**src/rtl/inst_queue_ctrl.sv**
```systemverilog
// Instruction queue between fetcher and decoder: circular FIFO, JALR fetch gating, misprediction flush.
// Optional same-cycle fetch-to-decode bypass on an empty queue is enabled by defining QUEUE_BYPASS_EN.
module inst_queue_ctrl #(
  parameter int DEPTH_BIT = 3
) (
  input  logic                 clk_in,
  input  logic                 rst_in,
  input  logic                 rdy_in,
  input  logic                 if_valid,
  input  logic [31:0]          if_inst,
  input  logic [31:0]          if_addr,
  output logic                 if_ready,
  output logic                 start_decode,
  output logic [31:0]          dec_inst,
  output logic [31:0]          dec_inst_addr,
  input  logic                 issue_signal,
  input  logic                 wrong_predicted,
  output logic [DEPTH_BIT:0]   q_count
);

  // state     | meaning
  // RUN       | normal operation, fetch accepted while not full
  // WAIT_JALR | un-issued JALR buffered as last entry, fetch blocked
  typedef enum logic {RUN, WAIT_JALR} state_t;

  localparam int DEPTH = 1 << DEPTH_BIT;
  localparam logic [DEPTH_BIT:0] FULL_CNT = {1'b1, {DEPTH_BIT{1'b0}}};
  localparam logic [6:0] OP_JALR = 7'b1100111;

  state_t                 state_q, state_d;
  logic [DEPTH_BIT-1:0]   head_q, head_d, tail_q, tail_d;
  logic [DEPTH_BIT:0]     count_q, count_d;
  logic [31:0]            inst_mem [DEPTH];
  logic [31:0]            addr_mem [DEPTH];

  logic empty, full, active, byp, byp_take, push, pop;
  logic [31:0] head_inst, head_addr;

  assign empty     = (count_q == '0);
  assign full      = (count_q == FULL_CNT);
  assign head_inst = inst_mem[head_q];
  assign head_addr = addr_mem[head_q];
  // Reset is folded in so handshakes are quiet while rst_in is held low.
  assign active    = rst_in && rdy_in && !wrong_predicted;

`ifdef QUEUE_BYPASS_EN
  assign byp = active && empty && (state_q == RUN) && if_valid;
`else
  assign byp = 1'b0;
`endif

  assign if_ready     = active && (state_q == RUN) && !full;
  assign start_decode = active && (!empty || byp);
  assign byp_take     = byp && issue_signal;
  assign push         = if_valid && if_ready && !byp_take;
  assign pop          = issue_signal && start_decode && !empty;
  assign q_count      = count_q;

  always_comb begin
    dec_inst      = '0;
    dec_inst_addr = '0;
    if (byp) begin
      dec_inst      = if_inst;
      dec_inst_addr = if_addr;
    end else if (!empty) begin
      dec_inst      = head_inst;
      dec_inst_addr = head_addr;
    end
  end

  always_comb begin
    state_d = state_q;
    head_d  = head_q;
    tail_d  = tail_q;
    count_d = count_q;
    if (rdy_in && wrong_predicted) begin
      state_d = RUN;
      head_d  = '0;
      tail_d  = '0;
      count_d = '0;
    end else begin
      if (push) tail_d = tail_q + 1'b1;
      if (pop)  head_d = head_q + 1'b1;
      case ({push, pop})
        2'b10:   count_d = count_q + 1'b1;
        2'b01:   count_d = count_q - 1'b1;
        default: count_d = count_q;
      endcase
      if (pop && head_inst[6:0] == OP_JALR) state_d = RUN;
      if (push && if_inst[6:0] == OP_JALR)  state_d = WAIT_JALR;
    end
  end

  always_ff @(posedge clk_in or negedge rst_in) begin
    if (!rst_in) begin
      state_q <= RUN;
      head_q  <= '0;
      tail_q  <= '0;
      count_q <= '0;
    end else begin
      state_q <= state_d;
      head_q  <= head_d;
      tail_q  <= tail_d;
      count_q <= count_d;
    end
  end

  always_ff @(posedge clk_in) begin
    if (push) begin
      inst_mem[tail_q] <= if_inst;
      addr_mem[tail_q] <= if_addr;
    end
  end

endmodule
```
**config.mk**
```make
export PLATFORM = sky130hd
export DESIGN_NAME = inst_queue_ctrl
export DESIGN_NICKNAME = d
export VERILOG_FILES = /design/src/rtl/inst_queue_ctrl.sv
export SDC_FILE = /design/constraint.sdc
export NUM_CORES = 1
export LEC_CHECK = 0
export CORE_AREA = 3 3 226 228
export DETAILED_ROUTE_END_ITERATION = 12
export DIE_AREA = 0 0 229 231
export GPL_ROUTABILITY_DRIVEN = 0
export HOLD_SLACK_MARGIN = 0.08
export SYNTH_ARGS = -nofsm -noshare
export SYNTH_HDL_FRONTEND = slang
export SYNTH_SLANG_ARGS = --single-unit
```
**constraint.sdc**
```tcl
create_clock -name clk_in -period 13.8 [get_ports clk_in]
set_clock_uncertainty 0.05 [all_clocks]
set_input_delay 2.76 -clock clk_in [delete_from_list [all_inputs] [get_ports clk_in]]
set_output_delay 2.76 -clock clk_in [all_outputs]
set_load 0.05 [all_outputs]
```
==> results of run 1 <==
==> critical path: stages <==
cell	delay (ns)
clkdlybuf4s50_1	0.83
nand3b_1	0.27
a211oi_1	0.29
clkdlybuf4s50_1	0.85
==> final cells by class <==
cell class              instances  area share, %
well taps                     664          3.451
diodes                          1        0.01039
multi-input cells             322          17.85
clock inverters                27         0.9199
flip-flops and latches        523          65.05
repair buffers                163          6.527
inverters                       2        0.03118
clock buffers                  72          6.158
==> through the flow <==
step / util, % / std cells
6_report: 49.08 / 1774
3_5_place_dp: 45.60 / 1674
5_1_grt: 49.08 / 1774
3_3_place_gp: 45.60 / 1674
2_1_floorplan: - / 895
4_1_cts: 49.08 / 1773
==> cells by family (layout without fill, tap and decap cells) <==
logic type | after synthesis | count (layout) | synth area share, %
flops | 523 | 523 | 77.62
buf+inv | 50 | 264 | 1.334
mux | 193 | 193 | 17.57
xor+xnor | 6 | 6 | 0.2979
other cells | 0 | 1 | 0
fa+ha+maj | 3 | 3 | 0.1862
compound gates | 12 | 12 | 0.5089
simple gates | 108 | 108 | 2.476
==> power breakdown <==
| group | leakage [uW] | switching (uW) | internal [uW] |
|---|---|---|---|
| Combinational | 0.00167 | 276 | 152 |
| Sequential | 0.00475 | 6.69 | 1750 |
| Clock | 0.000826 | 567 | 823 |
==> sequential cells by signal (all words and copies together), names as in the netlist <==
register	count
addr_mem	256
tail_q	3
q_count	4
head_q	3
inst_mem	256
state_q	1
==> worst max-delay path by stage <==
stage	end	slack [ns]
floorplan	addr_mem[4][0]$_DFFE_PP_	2.90
finish	if_ready	5.98
CTS	if_ready	5.92
global placement	if_ready	6.00
detailed placement	if_ready	5.92
global route	if_ready	5.67
==> layer usage <==
metal  vias up  part of all wire [%]  global-route usage (%)
li1       4078                     -                       -
met1      4921                    44                   22.28
met2       201                    48                   26.27
met3        60                   5.2                   3.171
met4         8                   2.1                   4.843
met5         -                  0.11                       0
==> placed cells by master (no fill, tap or decap), drive strengths merged, types with 3 or more instances in the layout <==
master / netlist / routed
mux2i: 63 / 63
clkdlybuf4s50: 0 / 139
nand2: 13 / 13
nor3: 4 / 4
bufinv: 0 / 4
xnor2: 4 / 4
clkbuf: 19 / 72
ha: 3 / 3
nor2: 69 / 69
nand3: 5 / 5
clkinv: 0 / 22
mux4: 128 / 128
or4: 3 / 3
and2: 3 / 3
buf: 29 / 24
edfxtp: 512 / 512
dfrtp: 11 / 11
==> impl_metrics.py, run 1 <==
metrics = {
    "timing": {
        "drv_slew": 0,
        "fin_ws_ns": 5.980,
        "rsz0062_at_grt": "false",
        "max_freq_mhz": 127.9,
        "finalSetupViolations": 0,
        "fin_tns_setup_ns": 0,
        "worst_pin_slew_ns": 1.046,
        "period_needed_ns": 7.820,
        "hold_viol_final": 0,
        "fin_crit_sh_pct": 56.66,
        "worst_hold_slack_ns": 0.6094,
        "slew_headroom_pct": 30.28,
    },
    "critical_path": {
        "startpoint_type": "input pin",
        "cp.arrival_ns": 5.01,
        "r2r_slack_ns": 10.34,
        "cp-end-kind": "output port",
        "r2r-end": "state_q$_DFFE_PN0P_",
        "cp_max_fo": 13,
        "rr_worst_depth": 7,
        "critPathRequiredTime_ns": 10.99,
        "reg2reg_from": "head_q[0]$_DFFE_PN0P_",
        "startpoint": "rst_in",
        "path_class": "in2out",
    },
    "die": {
        "start_util_pct": 41.10,
        "ioPinCount": 140,
        "fp.dieH_microns": 231,
        "die-area_sq_um": 52900,
        "die_x_microns": 229,
        "fp-row-count": 81,
        "core_region_area_sq_um": 49050,
    },
    "logic_synthesis": {
        "synth_area_leaders": "edfxtp_1 (76%), mux4_2 (14%), mux2i_1 (3.1%), dfrtp_1 (1.4%), nor2_1 (1.3%)",
        "yosysMostFrequentCell": "edfxtp_1",
        "netlist_area_sq_um": 20160,
        "avgSynthCellArea_sq_um": 22.53,
        "ys_ff_latch": 523,
        "synth_edf_count": 512,
        "synthArstFlopShare_pct": 2.103,
        "synth_top_area_share_pct": 76.26,
        "yosysUniqueCellTypes": 43,
        "synth_seq_area_share_pct": 77.62,
        "ys_warn_count": 0,
        "synth_top_area_cell": "edfxtp_1",
        "synth_nets": 968,
        "synthCells": 895,
        "synth-main-ff-cell": "edfxtp_1",
        "synth_common_cells": "edfxtp_1 (512), mux4_2 (126), nor2_1 (69)",
    },
    "clocking": {
        "clk_latency_ns": 0.58,
        "path_clk_slew_ns": 0.06,
        "cts_buffers": 54,
        "cts-htree-levels": 2,
        "cts_resized": 0,
        "post_cts_buffers": 0,
        "cts_root_buffer": "clkbuf_16",
        "tritoncts": "done",
        "clockBufferDepth": 3,
        "hold_buffers": 0,
        "cts_sinks": 523,
    },
    "detailed_routing": {
        "drc": 0,
        "drt_iter0_drc": 589,
        "drtAntennaViolNets": 0,
        "dr_total_vias": 9268,
        "wl_microns": 41850,
        "wl_per_cell_microns": 23.59,
        "dr.pass1.iters": 5,
        "via_per_inst": 5.224,
    },
    "placed_design": {
        "dp_hpwl_microns": 22050,
        "place_ws_ns": 5.920,
        "io_buffers": 139,
        "place_area_sq_um": 22370,
    },
    "global_routing": {
        "grt_first_pass_wirelength_microns": 63870,
        "antenna_found_initial": 5,
        "grt.overflow.total": 0,
        "grt_pass1_vias": 10060,
        "grt_use_total_pct": 16.14,
        "grt_max_degree": 66,
    },
    "final_layout": {
        "drive_gt1_share_pct": 21.46,
        "final_nets": 1139,
        "fin_area_sq_um": 24080,
        "ff_latch_area_sq_um": 15660,
        "areaGrowthSynthToFinish_pct": 19.41,
        "fillers": 4014,
        "multi_input_area_sq_um": 4298,
    },
    "min_path": {
        "min_path_type": "reg2reg",
        "min_path_cells": 2,
        "min_from": "state_q$_DFFE_PN0P_",
        "holdPathEnd": "state_q$_DFFE_PN0P_",
    },
    "power": {
        "p_leak_uw": 0.007246,
        "total_power_uw": 3576,
        "p_per_area_nw_per_um2": 148.5,
        "ir_drop_uv": 100.9,
    },
    "outcome": {
        "status": "finished clean",
    },
    "run": {
        "drv_cap": 0,
    },
}
Power figures use the tool's default switching activity.
==> inputs of run 2 (changes only) <==
Clock period 13.8 ns to 6.5 ns, I/O delays scaled along.
==> impl_metrics.py, run 2 (synthesis gave the netlist of run 1 again) <==
metrics = {
    "die": {
        "fp-row-count": 81,
        "die_x_microns": 229,
        "core_region_area_sq_um": 49050,
        "start_util_pct": 41.10,
        "die-area_sq_um": 52900,
        "ioPinCount": 140,
        "fp.dieH_microns": 231,
    },
    "final_layout": {
        "final_nets": 1135,
        "mostFrequentLayoutCell": "edfxtp_1",
        "finalNonFillerCells": 1769,
        "fin_area_sq_um": 24150,
        "final_cell_mix": "edfxtp_1 (512), clkdlybuf4s50_1 (139), mux4_2 (126), nor2_1 (68), mux2i_1 (63)",
        "fillers": 3994,
        "areaGrowthSynthToFinish_pct": 19.77,
        "drive_gt1_share_pct": 21.94,
    },
    "global_routing": {
        "grt_pass1_vias": 9894,
        "grt_use_total_pct": 15.57,
        "grt.overflow.total": 0,
        "grt_first_pass_wirelength_microns": 62200,
        "grtUsageMet2_pct": 25.47,
        "grt_busiest_layer": "met2",
        "antenna_found_initial": 6,
        "groute.layer.met1.usage_pct": 21.67,
        "grt_use_met3_pct": 3.295,
        "grt_max_degree": 65,
    },
    "critical_path": {
        "cp_max_fo": 13,
        "cp_top_family": "buffers and inverters",
        "critPathRequiredTime_ns": 5.15,
        "cp_common_cell": "clkdlybuf4s50_1",
        "r2r_slack_ns": 3.44,
        "crit_end": "if_ready",
        "startpoint": "rst_in",
        "startpoint_type": "input pin",
        "cp.depth": 4,
        "cpPeakStageDelay_ns": 0.85,
        "reg2reg_from": "q_count[1]$_DFFE_PN0P_",
        "cp.arrival_ns": 3.54,
        "rr_worst_depth": 5,
        "path_class": "in2out",
        "cp-end-kind": "output port",
        "crit_chain": "clkdlybuf4s50_1, nand3b_1, a211oi_1, clkdlybuf4s50_1",
        "crit_buf_inv": 2,
        "slowest_stage": "clkdlybuf4s50_1",
        "r2r-end": "inst_mem[5][21]$_DFFE_PP_",
    },
    "placed_design": {
        "place_area_sq_um": 22490,
        "place_ws_ns": 1.561,
        "dp_hpwl_microns": 22430,
        "place_inst": 1671,
        "io_buffers": 139,
    },
    "power": {
        "p_seq_share_pct": 49.7,
        "p_clk_share_pct": 38.3,
        "p_sw_uw": 1796,
        "p_sw_share_pct": 23.85,
        "p_per_area_nw_per_um2": 311.8,
        "power.combinational.fraction_pct": 12.0,
        "p_leak_uw": 0.007233,
        "ir_drop_uv": 182.4,
        "internal_power_uw": 5733,
    },
    "clocking": {
        "hold_buffers": 0,
        "cts_buffers": 52,
        "post_cts_buffers": 0,
        "path_clk_slew_ns": 0.06,
        "cts-htree-levels": 2,
        "cts_sinks": 523,
        "clk_latency_ns": 0.56,
        "clockBufferDepth": 3,
        "cts_root_buffer": "clkbuf_16",
        "cts_resized": 0,
        "tritoncts": "done",
    },
    "run": {
        "drv_cap": 0,
    },
    "detailed_routing": {
        "drt_iter0_drc": 609,
        "drc": 0,
        "dr.pass1.iters": 4,
        "wl_microns": 40660,
        "via_per_inst": 5.208,
        "drtAntennaViolNets": 0,
        "wl_per_cell_microns": 22.98,
        "dr_total_vias": 9213,
    },
    "timing": {
        "fin_tns_setup_ns": 0,
        "rsz0062_at_grt": "false",
        "fin_ws_ns": 1.609,
        "slew_headroom_pct": 27.86,
        "drv_slew": 0,
        "finalSetupViolations": 0,
        "fin_crit_sh_pct": 75.25,
        "max_freq_mhz": 204.5,
        "hold_viol_final": 0,
        "period_needed_ns": 4.891,
        "worst_pin_slew_ns": 1.082,
    },
    "min_path": {
        "min_path_type": "reg2reg",
    },
    "outcome": {
        "status": "finished clean",
    },
}
## run 2: changes by cell type in the layout (fill, tap and decap cells not counted), sizes merged
| cell | change |
|---|---|
| diode | +1 |
| inv | +1 |
| clkinv | +3 |
| buf | -2 |
| clkbuf | -11 |
| clkinvlp | +2 |
| bufinv | +1 |
## run 2: metal layers
layer | vias to the layer above | wire, microns | part of all wire, %
met1 | 4896 | 18250 | 45
li1 | 4071 | - | -
met4 | 8 | 667 | 1.6
met3 | 61 | 1926 | 4.7
met2 | 177 | 19750 | 49
met5 | - | 57 | 0.14
## run 2: worst min path at each step
stage / start / endpoint / slack, ns / cells past startpoint
4_1_cts: state_q$_DFFE_PN0P_ / state_q$_DFFE_PN0P_ / 0.60 / 2
2_1_floorplan: state_q$_DFFE_PN0P_ / state_q$_DFFE_PN0P_ / 0.53 / 2
3_5_place_dp: state_q$_DFFE_PN0P_ / state_q$_DFFE_PN0P_ / 0.59 / 2
3_3_place_gp: state_q$_DFFE_PN0P_ / state_q$_DFFE_PN0P_ / 0.58 / 2
5_1_grt: state_q$_DFFE_PN0P_ / state_q$_DFFE_PN0P_ / 0.63 / 2
6_report: state_q$_DFFE_PN0P_ / state_q$_DFFE_PN0P_ / 0.60 / 2
## run 2: worst reg2reg max path: cells and delay by family, from the launching register on
| family | cells | cell delay (ns) |
|---|---|---|
| buf+inv | 1 | 0.66 |
| simple gates | 3 | 0.80 |
| flops | 1 | 0.54 |
| compound gates | 1 | 0.61 |
## run 2: power groups by stage
stage          clock [uW]  combinational [uW]  sequential, uW
3_5_place_dp            0                 921            3810
3_3_place_gp            0                 916            3810
4_1_cts              2960                 924            3740
6_report             2880                 907            3740
2_1_floorplan           0                 576            3810
5_1_grt              3100                 966            3740
## run 2: through the flow
stage / hold WS, ns / util [%] / power, uW
finish: 0.5963 / 49.23 / 7529
global route: 0.6331 / 49.22 / 7804
CTS: 0.6021 / 49.20 / 7627
detailed placement: 0.5906 / 45.84 / 4735
global placement: 0.5809 / 45.84 / 4729
floorplan: 0.5278 / - / 4387
## run 2: layout make-up
type	instances	area, sq um	share of cell area (%)
Antenna cell	2	5.005	0.02073
Clock buffer	61	1356	5.617
Clock inverter	34	290.3	1.202
Inverter	2	7.507	0.03109
Multi-Input combinational cell	322	4349	18.01
Sequential cell	523	15660	64.85
Tap cell	664	830.8	3.440
Timing Repair Buffer	161	1648	6.824
==> inputs of run 3 (changes only) <==
Clock period 6.5 ns to 4.75 ns, I/O delays scaled along.
==> impl_metrics.py, run 3 (synthesis gave the netlist of run 1 again) <==
metrics = {
    "outcome": {
        "status": "finished clean",
    },
    "die": {
        "start_util_pct": 41.10,
        "die-area_sq_um": 52900,
        "fp.dieH_microns": 231,
        "core_region_area_sq_um": 49050,
        "die_x_microns": 229,
        "ioPinCount": 140,
        "fp-row-count": 81,
    },
    "min_path": {
        "min_from": "state_q$_DFFE_PN0P_",
        "min_path_type": "reg2reg",
        "min_path_cells": 2,
    },
    "critical_path": {
        "startpoint_type": "flop",
        "cp_max_fo": 22,
        "cp-end-kind": "output port",
        "rr_worst_depth": 6,
        "cp.arrival_ns": 3.32,
        "reg2reg_from": "q_count[1]$_DFFE_PN0P_",
        "path_class": "reg2out",
        "startpoint": "head_q[0]$_DFFE_PN0P_",
        "critPathRequiredTime_ns": 3.75,
    },
    "placed_design": {
        "io_buffers": 139,
        "place_area_sq_um": 22620,
        "dp_hpwl_microns": 22220,
        "place_inst": 1680,
    },
    "clocking": {
        "cts_sinks": 523,
        "cts-htree-levels": 2,
        "cts_buffers": 54,
        "cts_root_buffer": "clkbuf_16",
        "tritoncts": "done",
        "cts_resized": 0,
        "path_clk_slew_ns": 0.06,
        "clk_latency_ns": 0.58,
        "post_cts_buffers": 0,
        "clockBufferDepth": 3,
        "hold_buffers": 0,
    },
    "timing": {
        "drv_slew": 0,
        "period_needed_ns": 4.322,
        "max_freq_mhz": 231.4,
        "worst_pin_slew_ns": 0.6955,
        "fin_crit_sh_pct": 90.98,
        "slew_headroom_pct": 53.63,
        "finalSetupViolations": 0,
        "rsz0062_at_grt": "false",
        "hold_viol_final": 0,
    },
    "detailed_routing": {
        "drt_iter0_drc": 736,
        "dr_total_vias": 9297,
        "drc": 0,
        "via_per_inst": 5.229,
        "dr.pass1.iters": 4,
        "wl_per_cell_microns": 23.16,
        "drtAntennaViolNets": 0,
        "wl_microns": 41170,
    },
    "final_layout": {
        "final_nets": 1145,
        "finalNonFillerCells": 1778,
        "mostFrequentLayoutCell": "edfxtp_1",
        "drive_gt1_share_pct": 22.28,
        "fillers": 4025,
        "final_cell_mix": "edfxtp_1 (512), clkdlybuf4s50_1 (139), mux4_2 (126), nor2_1 (68), mux2i_1 (63)",
        "multi_input_area_sq_um": 4349,
        "areaGrowthSynthToFinish_pct": 20.73,
        "ff_latch_area_sq_um": 15660,
        "fin_area_sq_um": 24340,
    },
    "global_routing": {
        "grt_first_pass_wirelength_microns": 62660,
        "grt.overflow.total": 0,
        "antenna_found_initial": 3,
        "grt_max_degree": 65,
        "grt_use_total_pct": 15.79,
        "grt_pass1_vias": 9889,
    },
    "power": {
        "p_leak_uw": 0.007326,
        "ir_drop_uv": 292.4,
        "p_per_area_nw_per_um2": 429.1,
    },
    "run": {
        "drv_cap": 0,
    },
}
-- run 3: cell count changes in the layout (fill, tap and decap cells not counted), moves of 2 or more --
cell / previous run / this run
clkbuf_1: 8 / 12
clkinvlp_4: 3 / 1
buf_4: 14 / 18
clkinv_2: 12 / 9
clkbuf_16: 53 / 57
buf_12: 7 / 12
-- run 3: metal layers --
layer | global-route usage, % | up-vias | part of all wire [%]
li1 | - | 4085 | -
met1 | 21.85 | 4955 | 44
met2 | 25.83 | 194 | 49
met3 | 3.048 | 59 | 4.4
met4 | 4.471 | 4 | 1.9
met5 | 0 | - | 0.053
-- run 3: layout make-up --
type,instances,area share [%]
flip-flops and latches,523,64.34
multi-input cells,322,17.87
repair buffers,169,7.258
clock buffers,69,6.045
well taps,664,3.413
clock inverters,28,1.033
inverters,2,0.03084
diodes,1,0.01028
-- run 3: path summary, 6_finish.rpt --
check | end | slack, ns
hold reg to reg | state_q$_DFFE_PN0P_ | 0.60
setup / recovery | dec_inst[6] | 0.43
min in group asynchronous | q_count[2]$_DFFE_PN0P_ | 0.61
max in group asynchronous | head_q[1]$_DFFE_PN0P_ | 3.86
hold / removal | state_q$_DFFE_PN0P_ | 0.60
setup reg to reg | addr_mem[5][23]$_DFFE_PP_ | 2.09
-- run 3: stage by stage --
stage	power [uW]	hold WS, ns	utilization [%]	worst slack, ns	setup TNS, ns
6_report	10450	0.5962	49.62	0.4283	0
4_1_cts	10590	0.5799	49.62	0.3463	0
3_3_place_gp	6483	0.5786	46.11	0.8305	0
3_5_place_dp	6485	0.5823	46.11	0.8190	0
2_1_floorplan	6004	0.5278	-	-0.2892	-52.47
5_1_grt	10810	0.6040	49.62	0.2629	0
-- run 3: critical path: stages, from the launching register on --
cell             delay (ns)
dfrtp_4                0.73
buf_4                  0.29
mux4_2                 0.50
mux2_2                 0.30
and2_1                 0.18
clkdlybuf4s50_1        0.70
-- run 3: where the power goes --
part / leakage [uW] / total [uW] / internal [uW] / switching [uW]
Sequential: 0.00475 / 5120 / 5090 / 32.6
Clock: 0.000843 / 4080 / 2440 / 1640
Combinational: 0.00173 / 1240 / 452 / 790
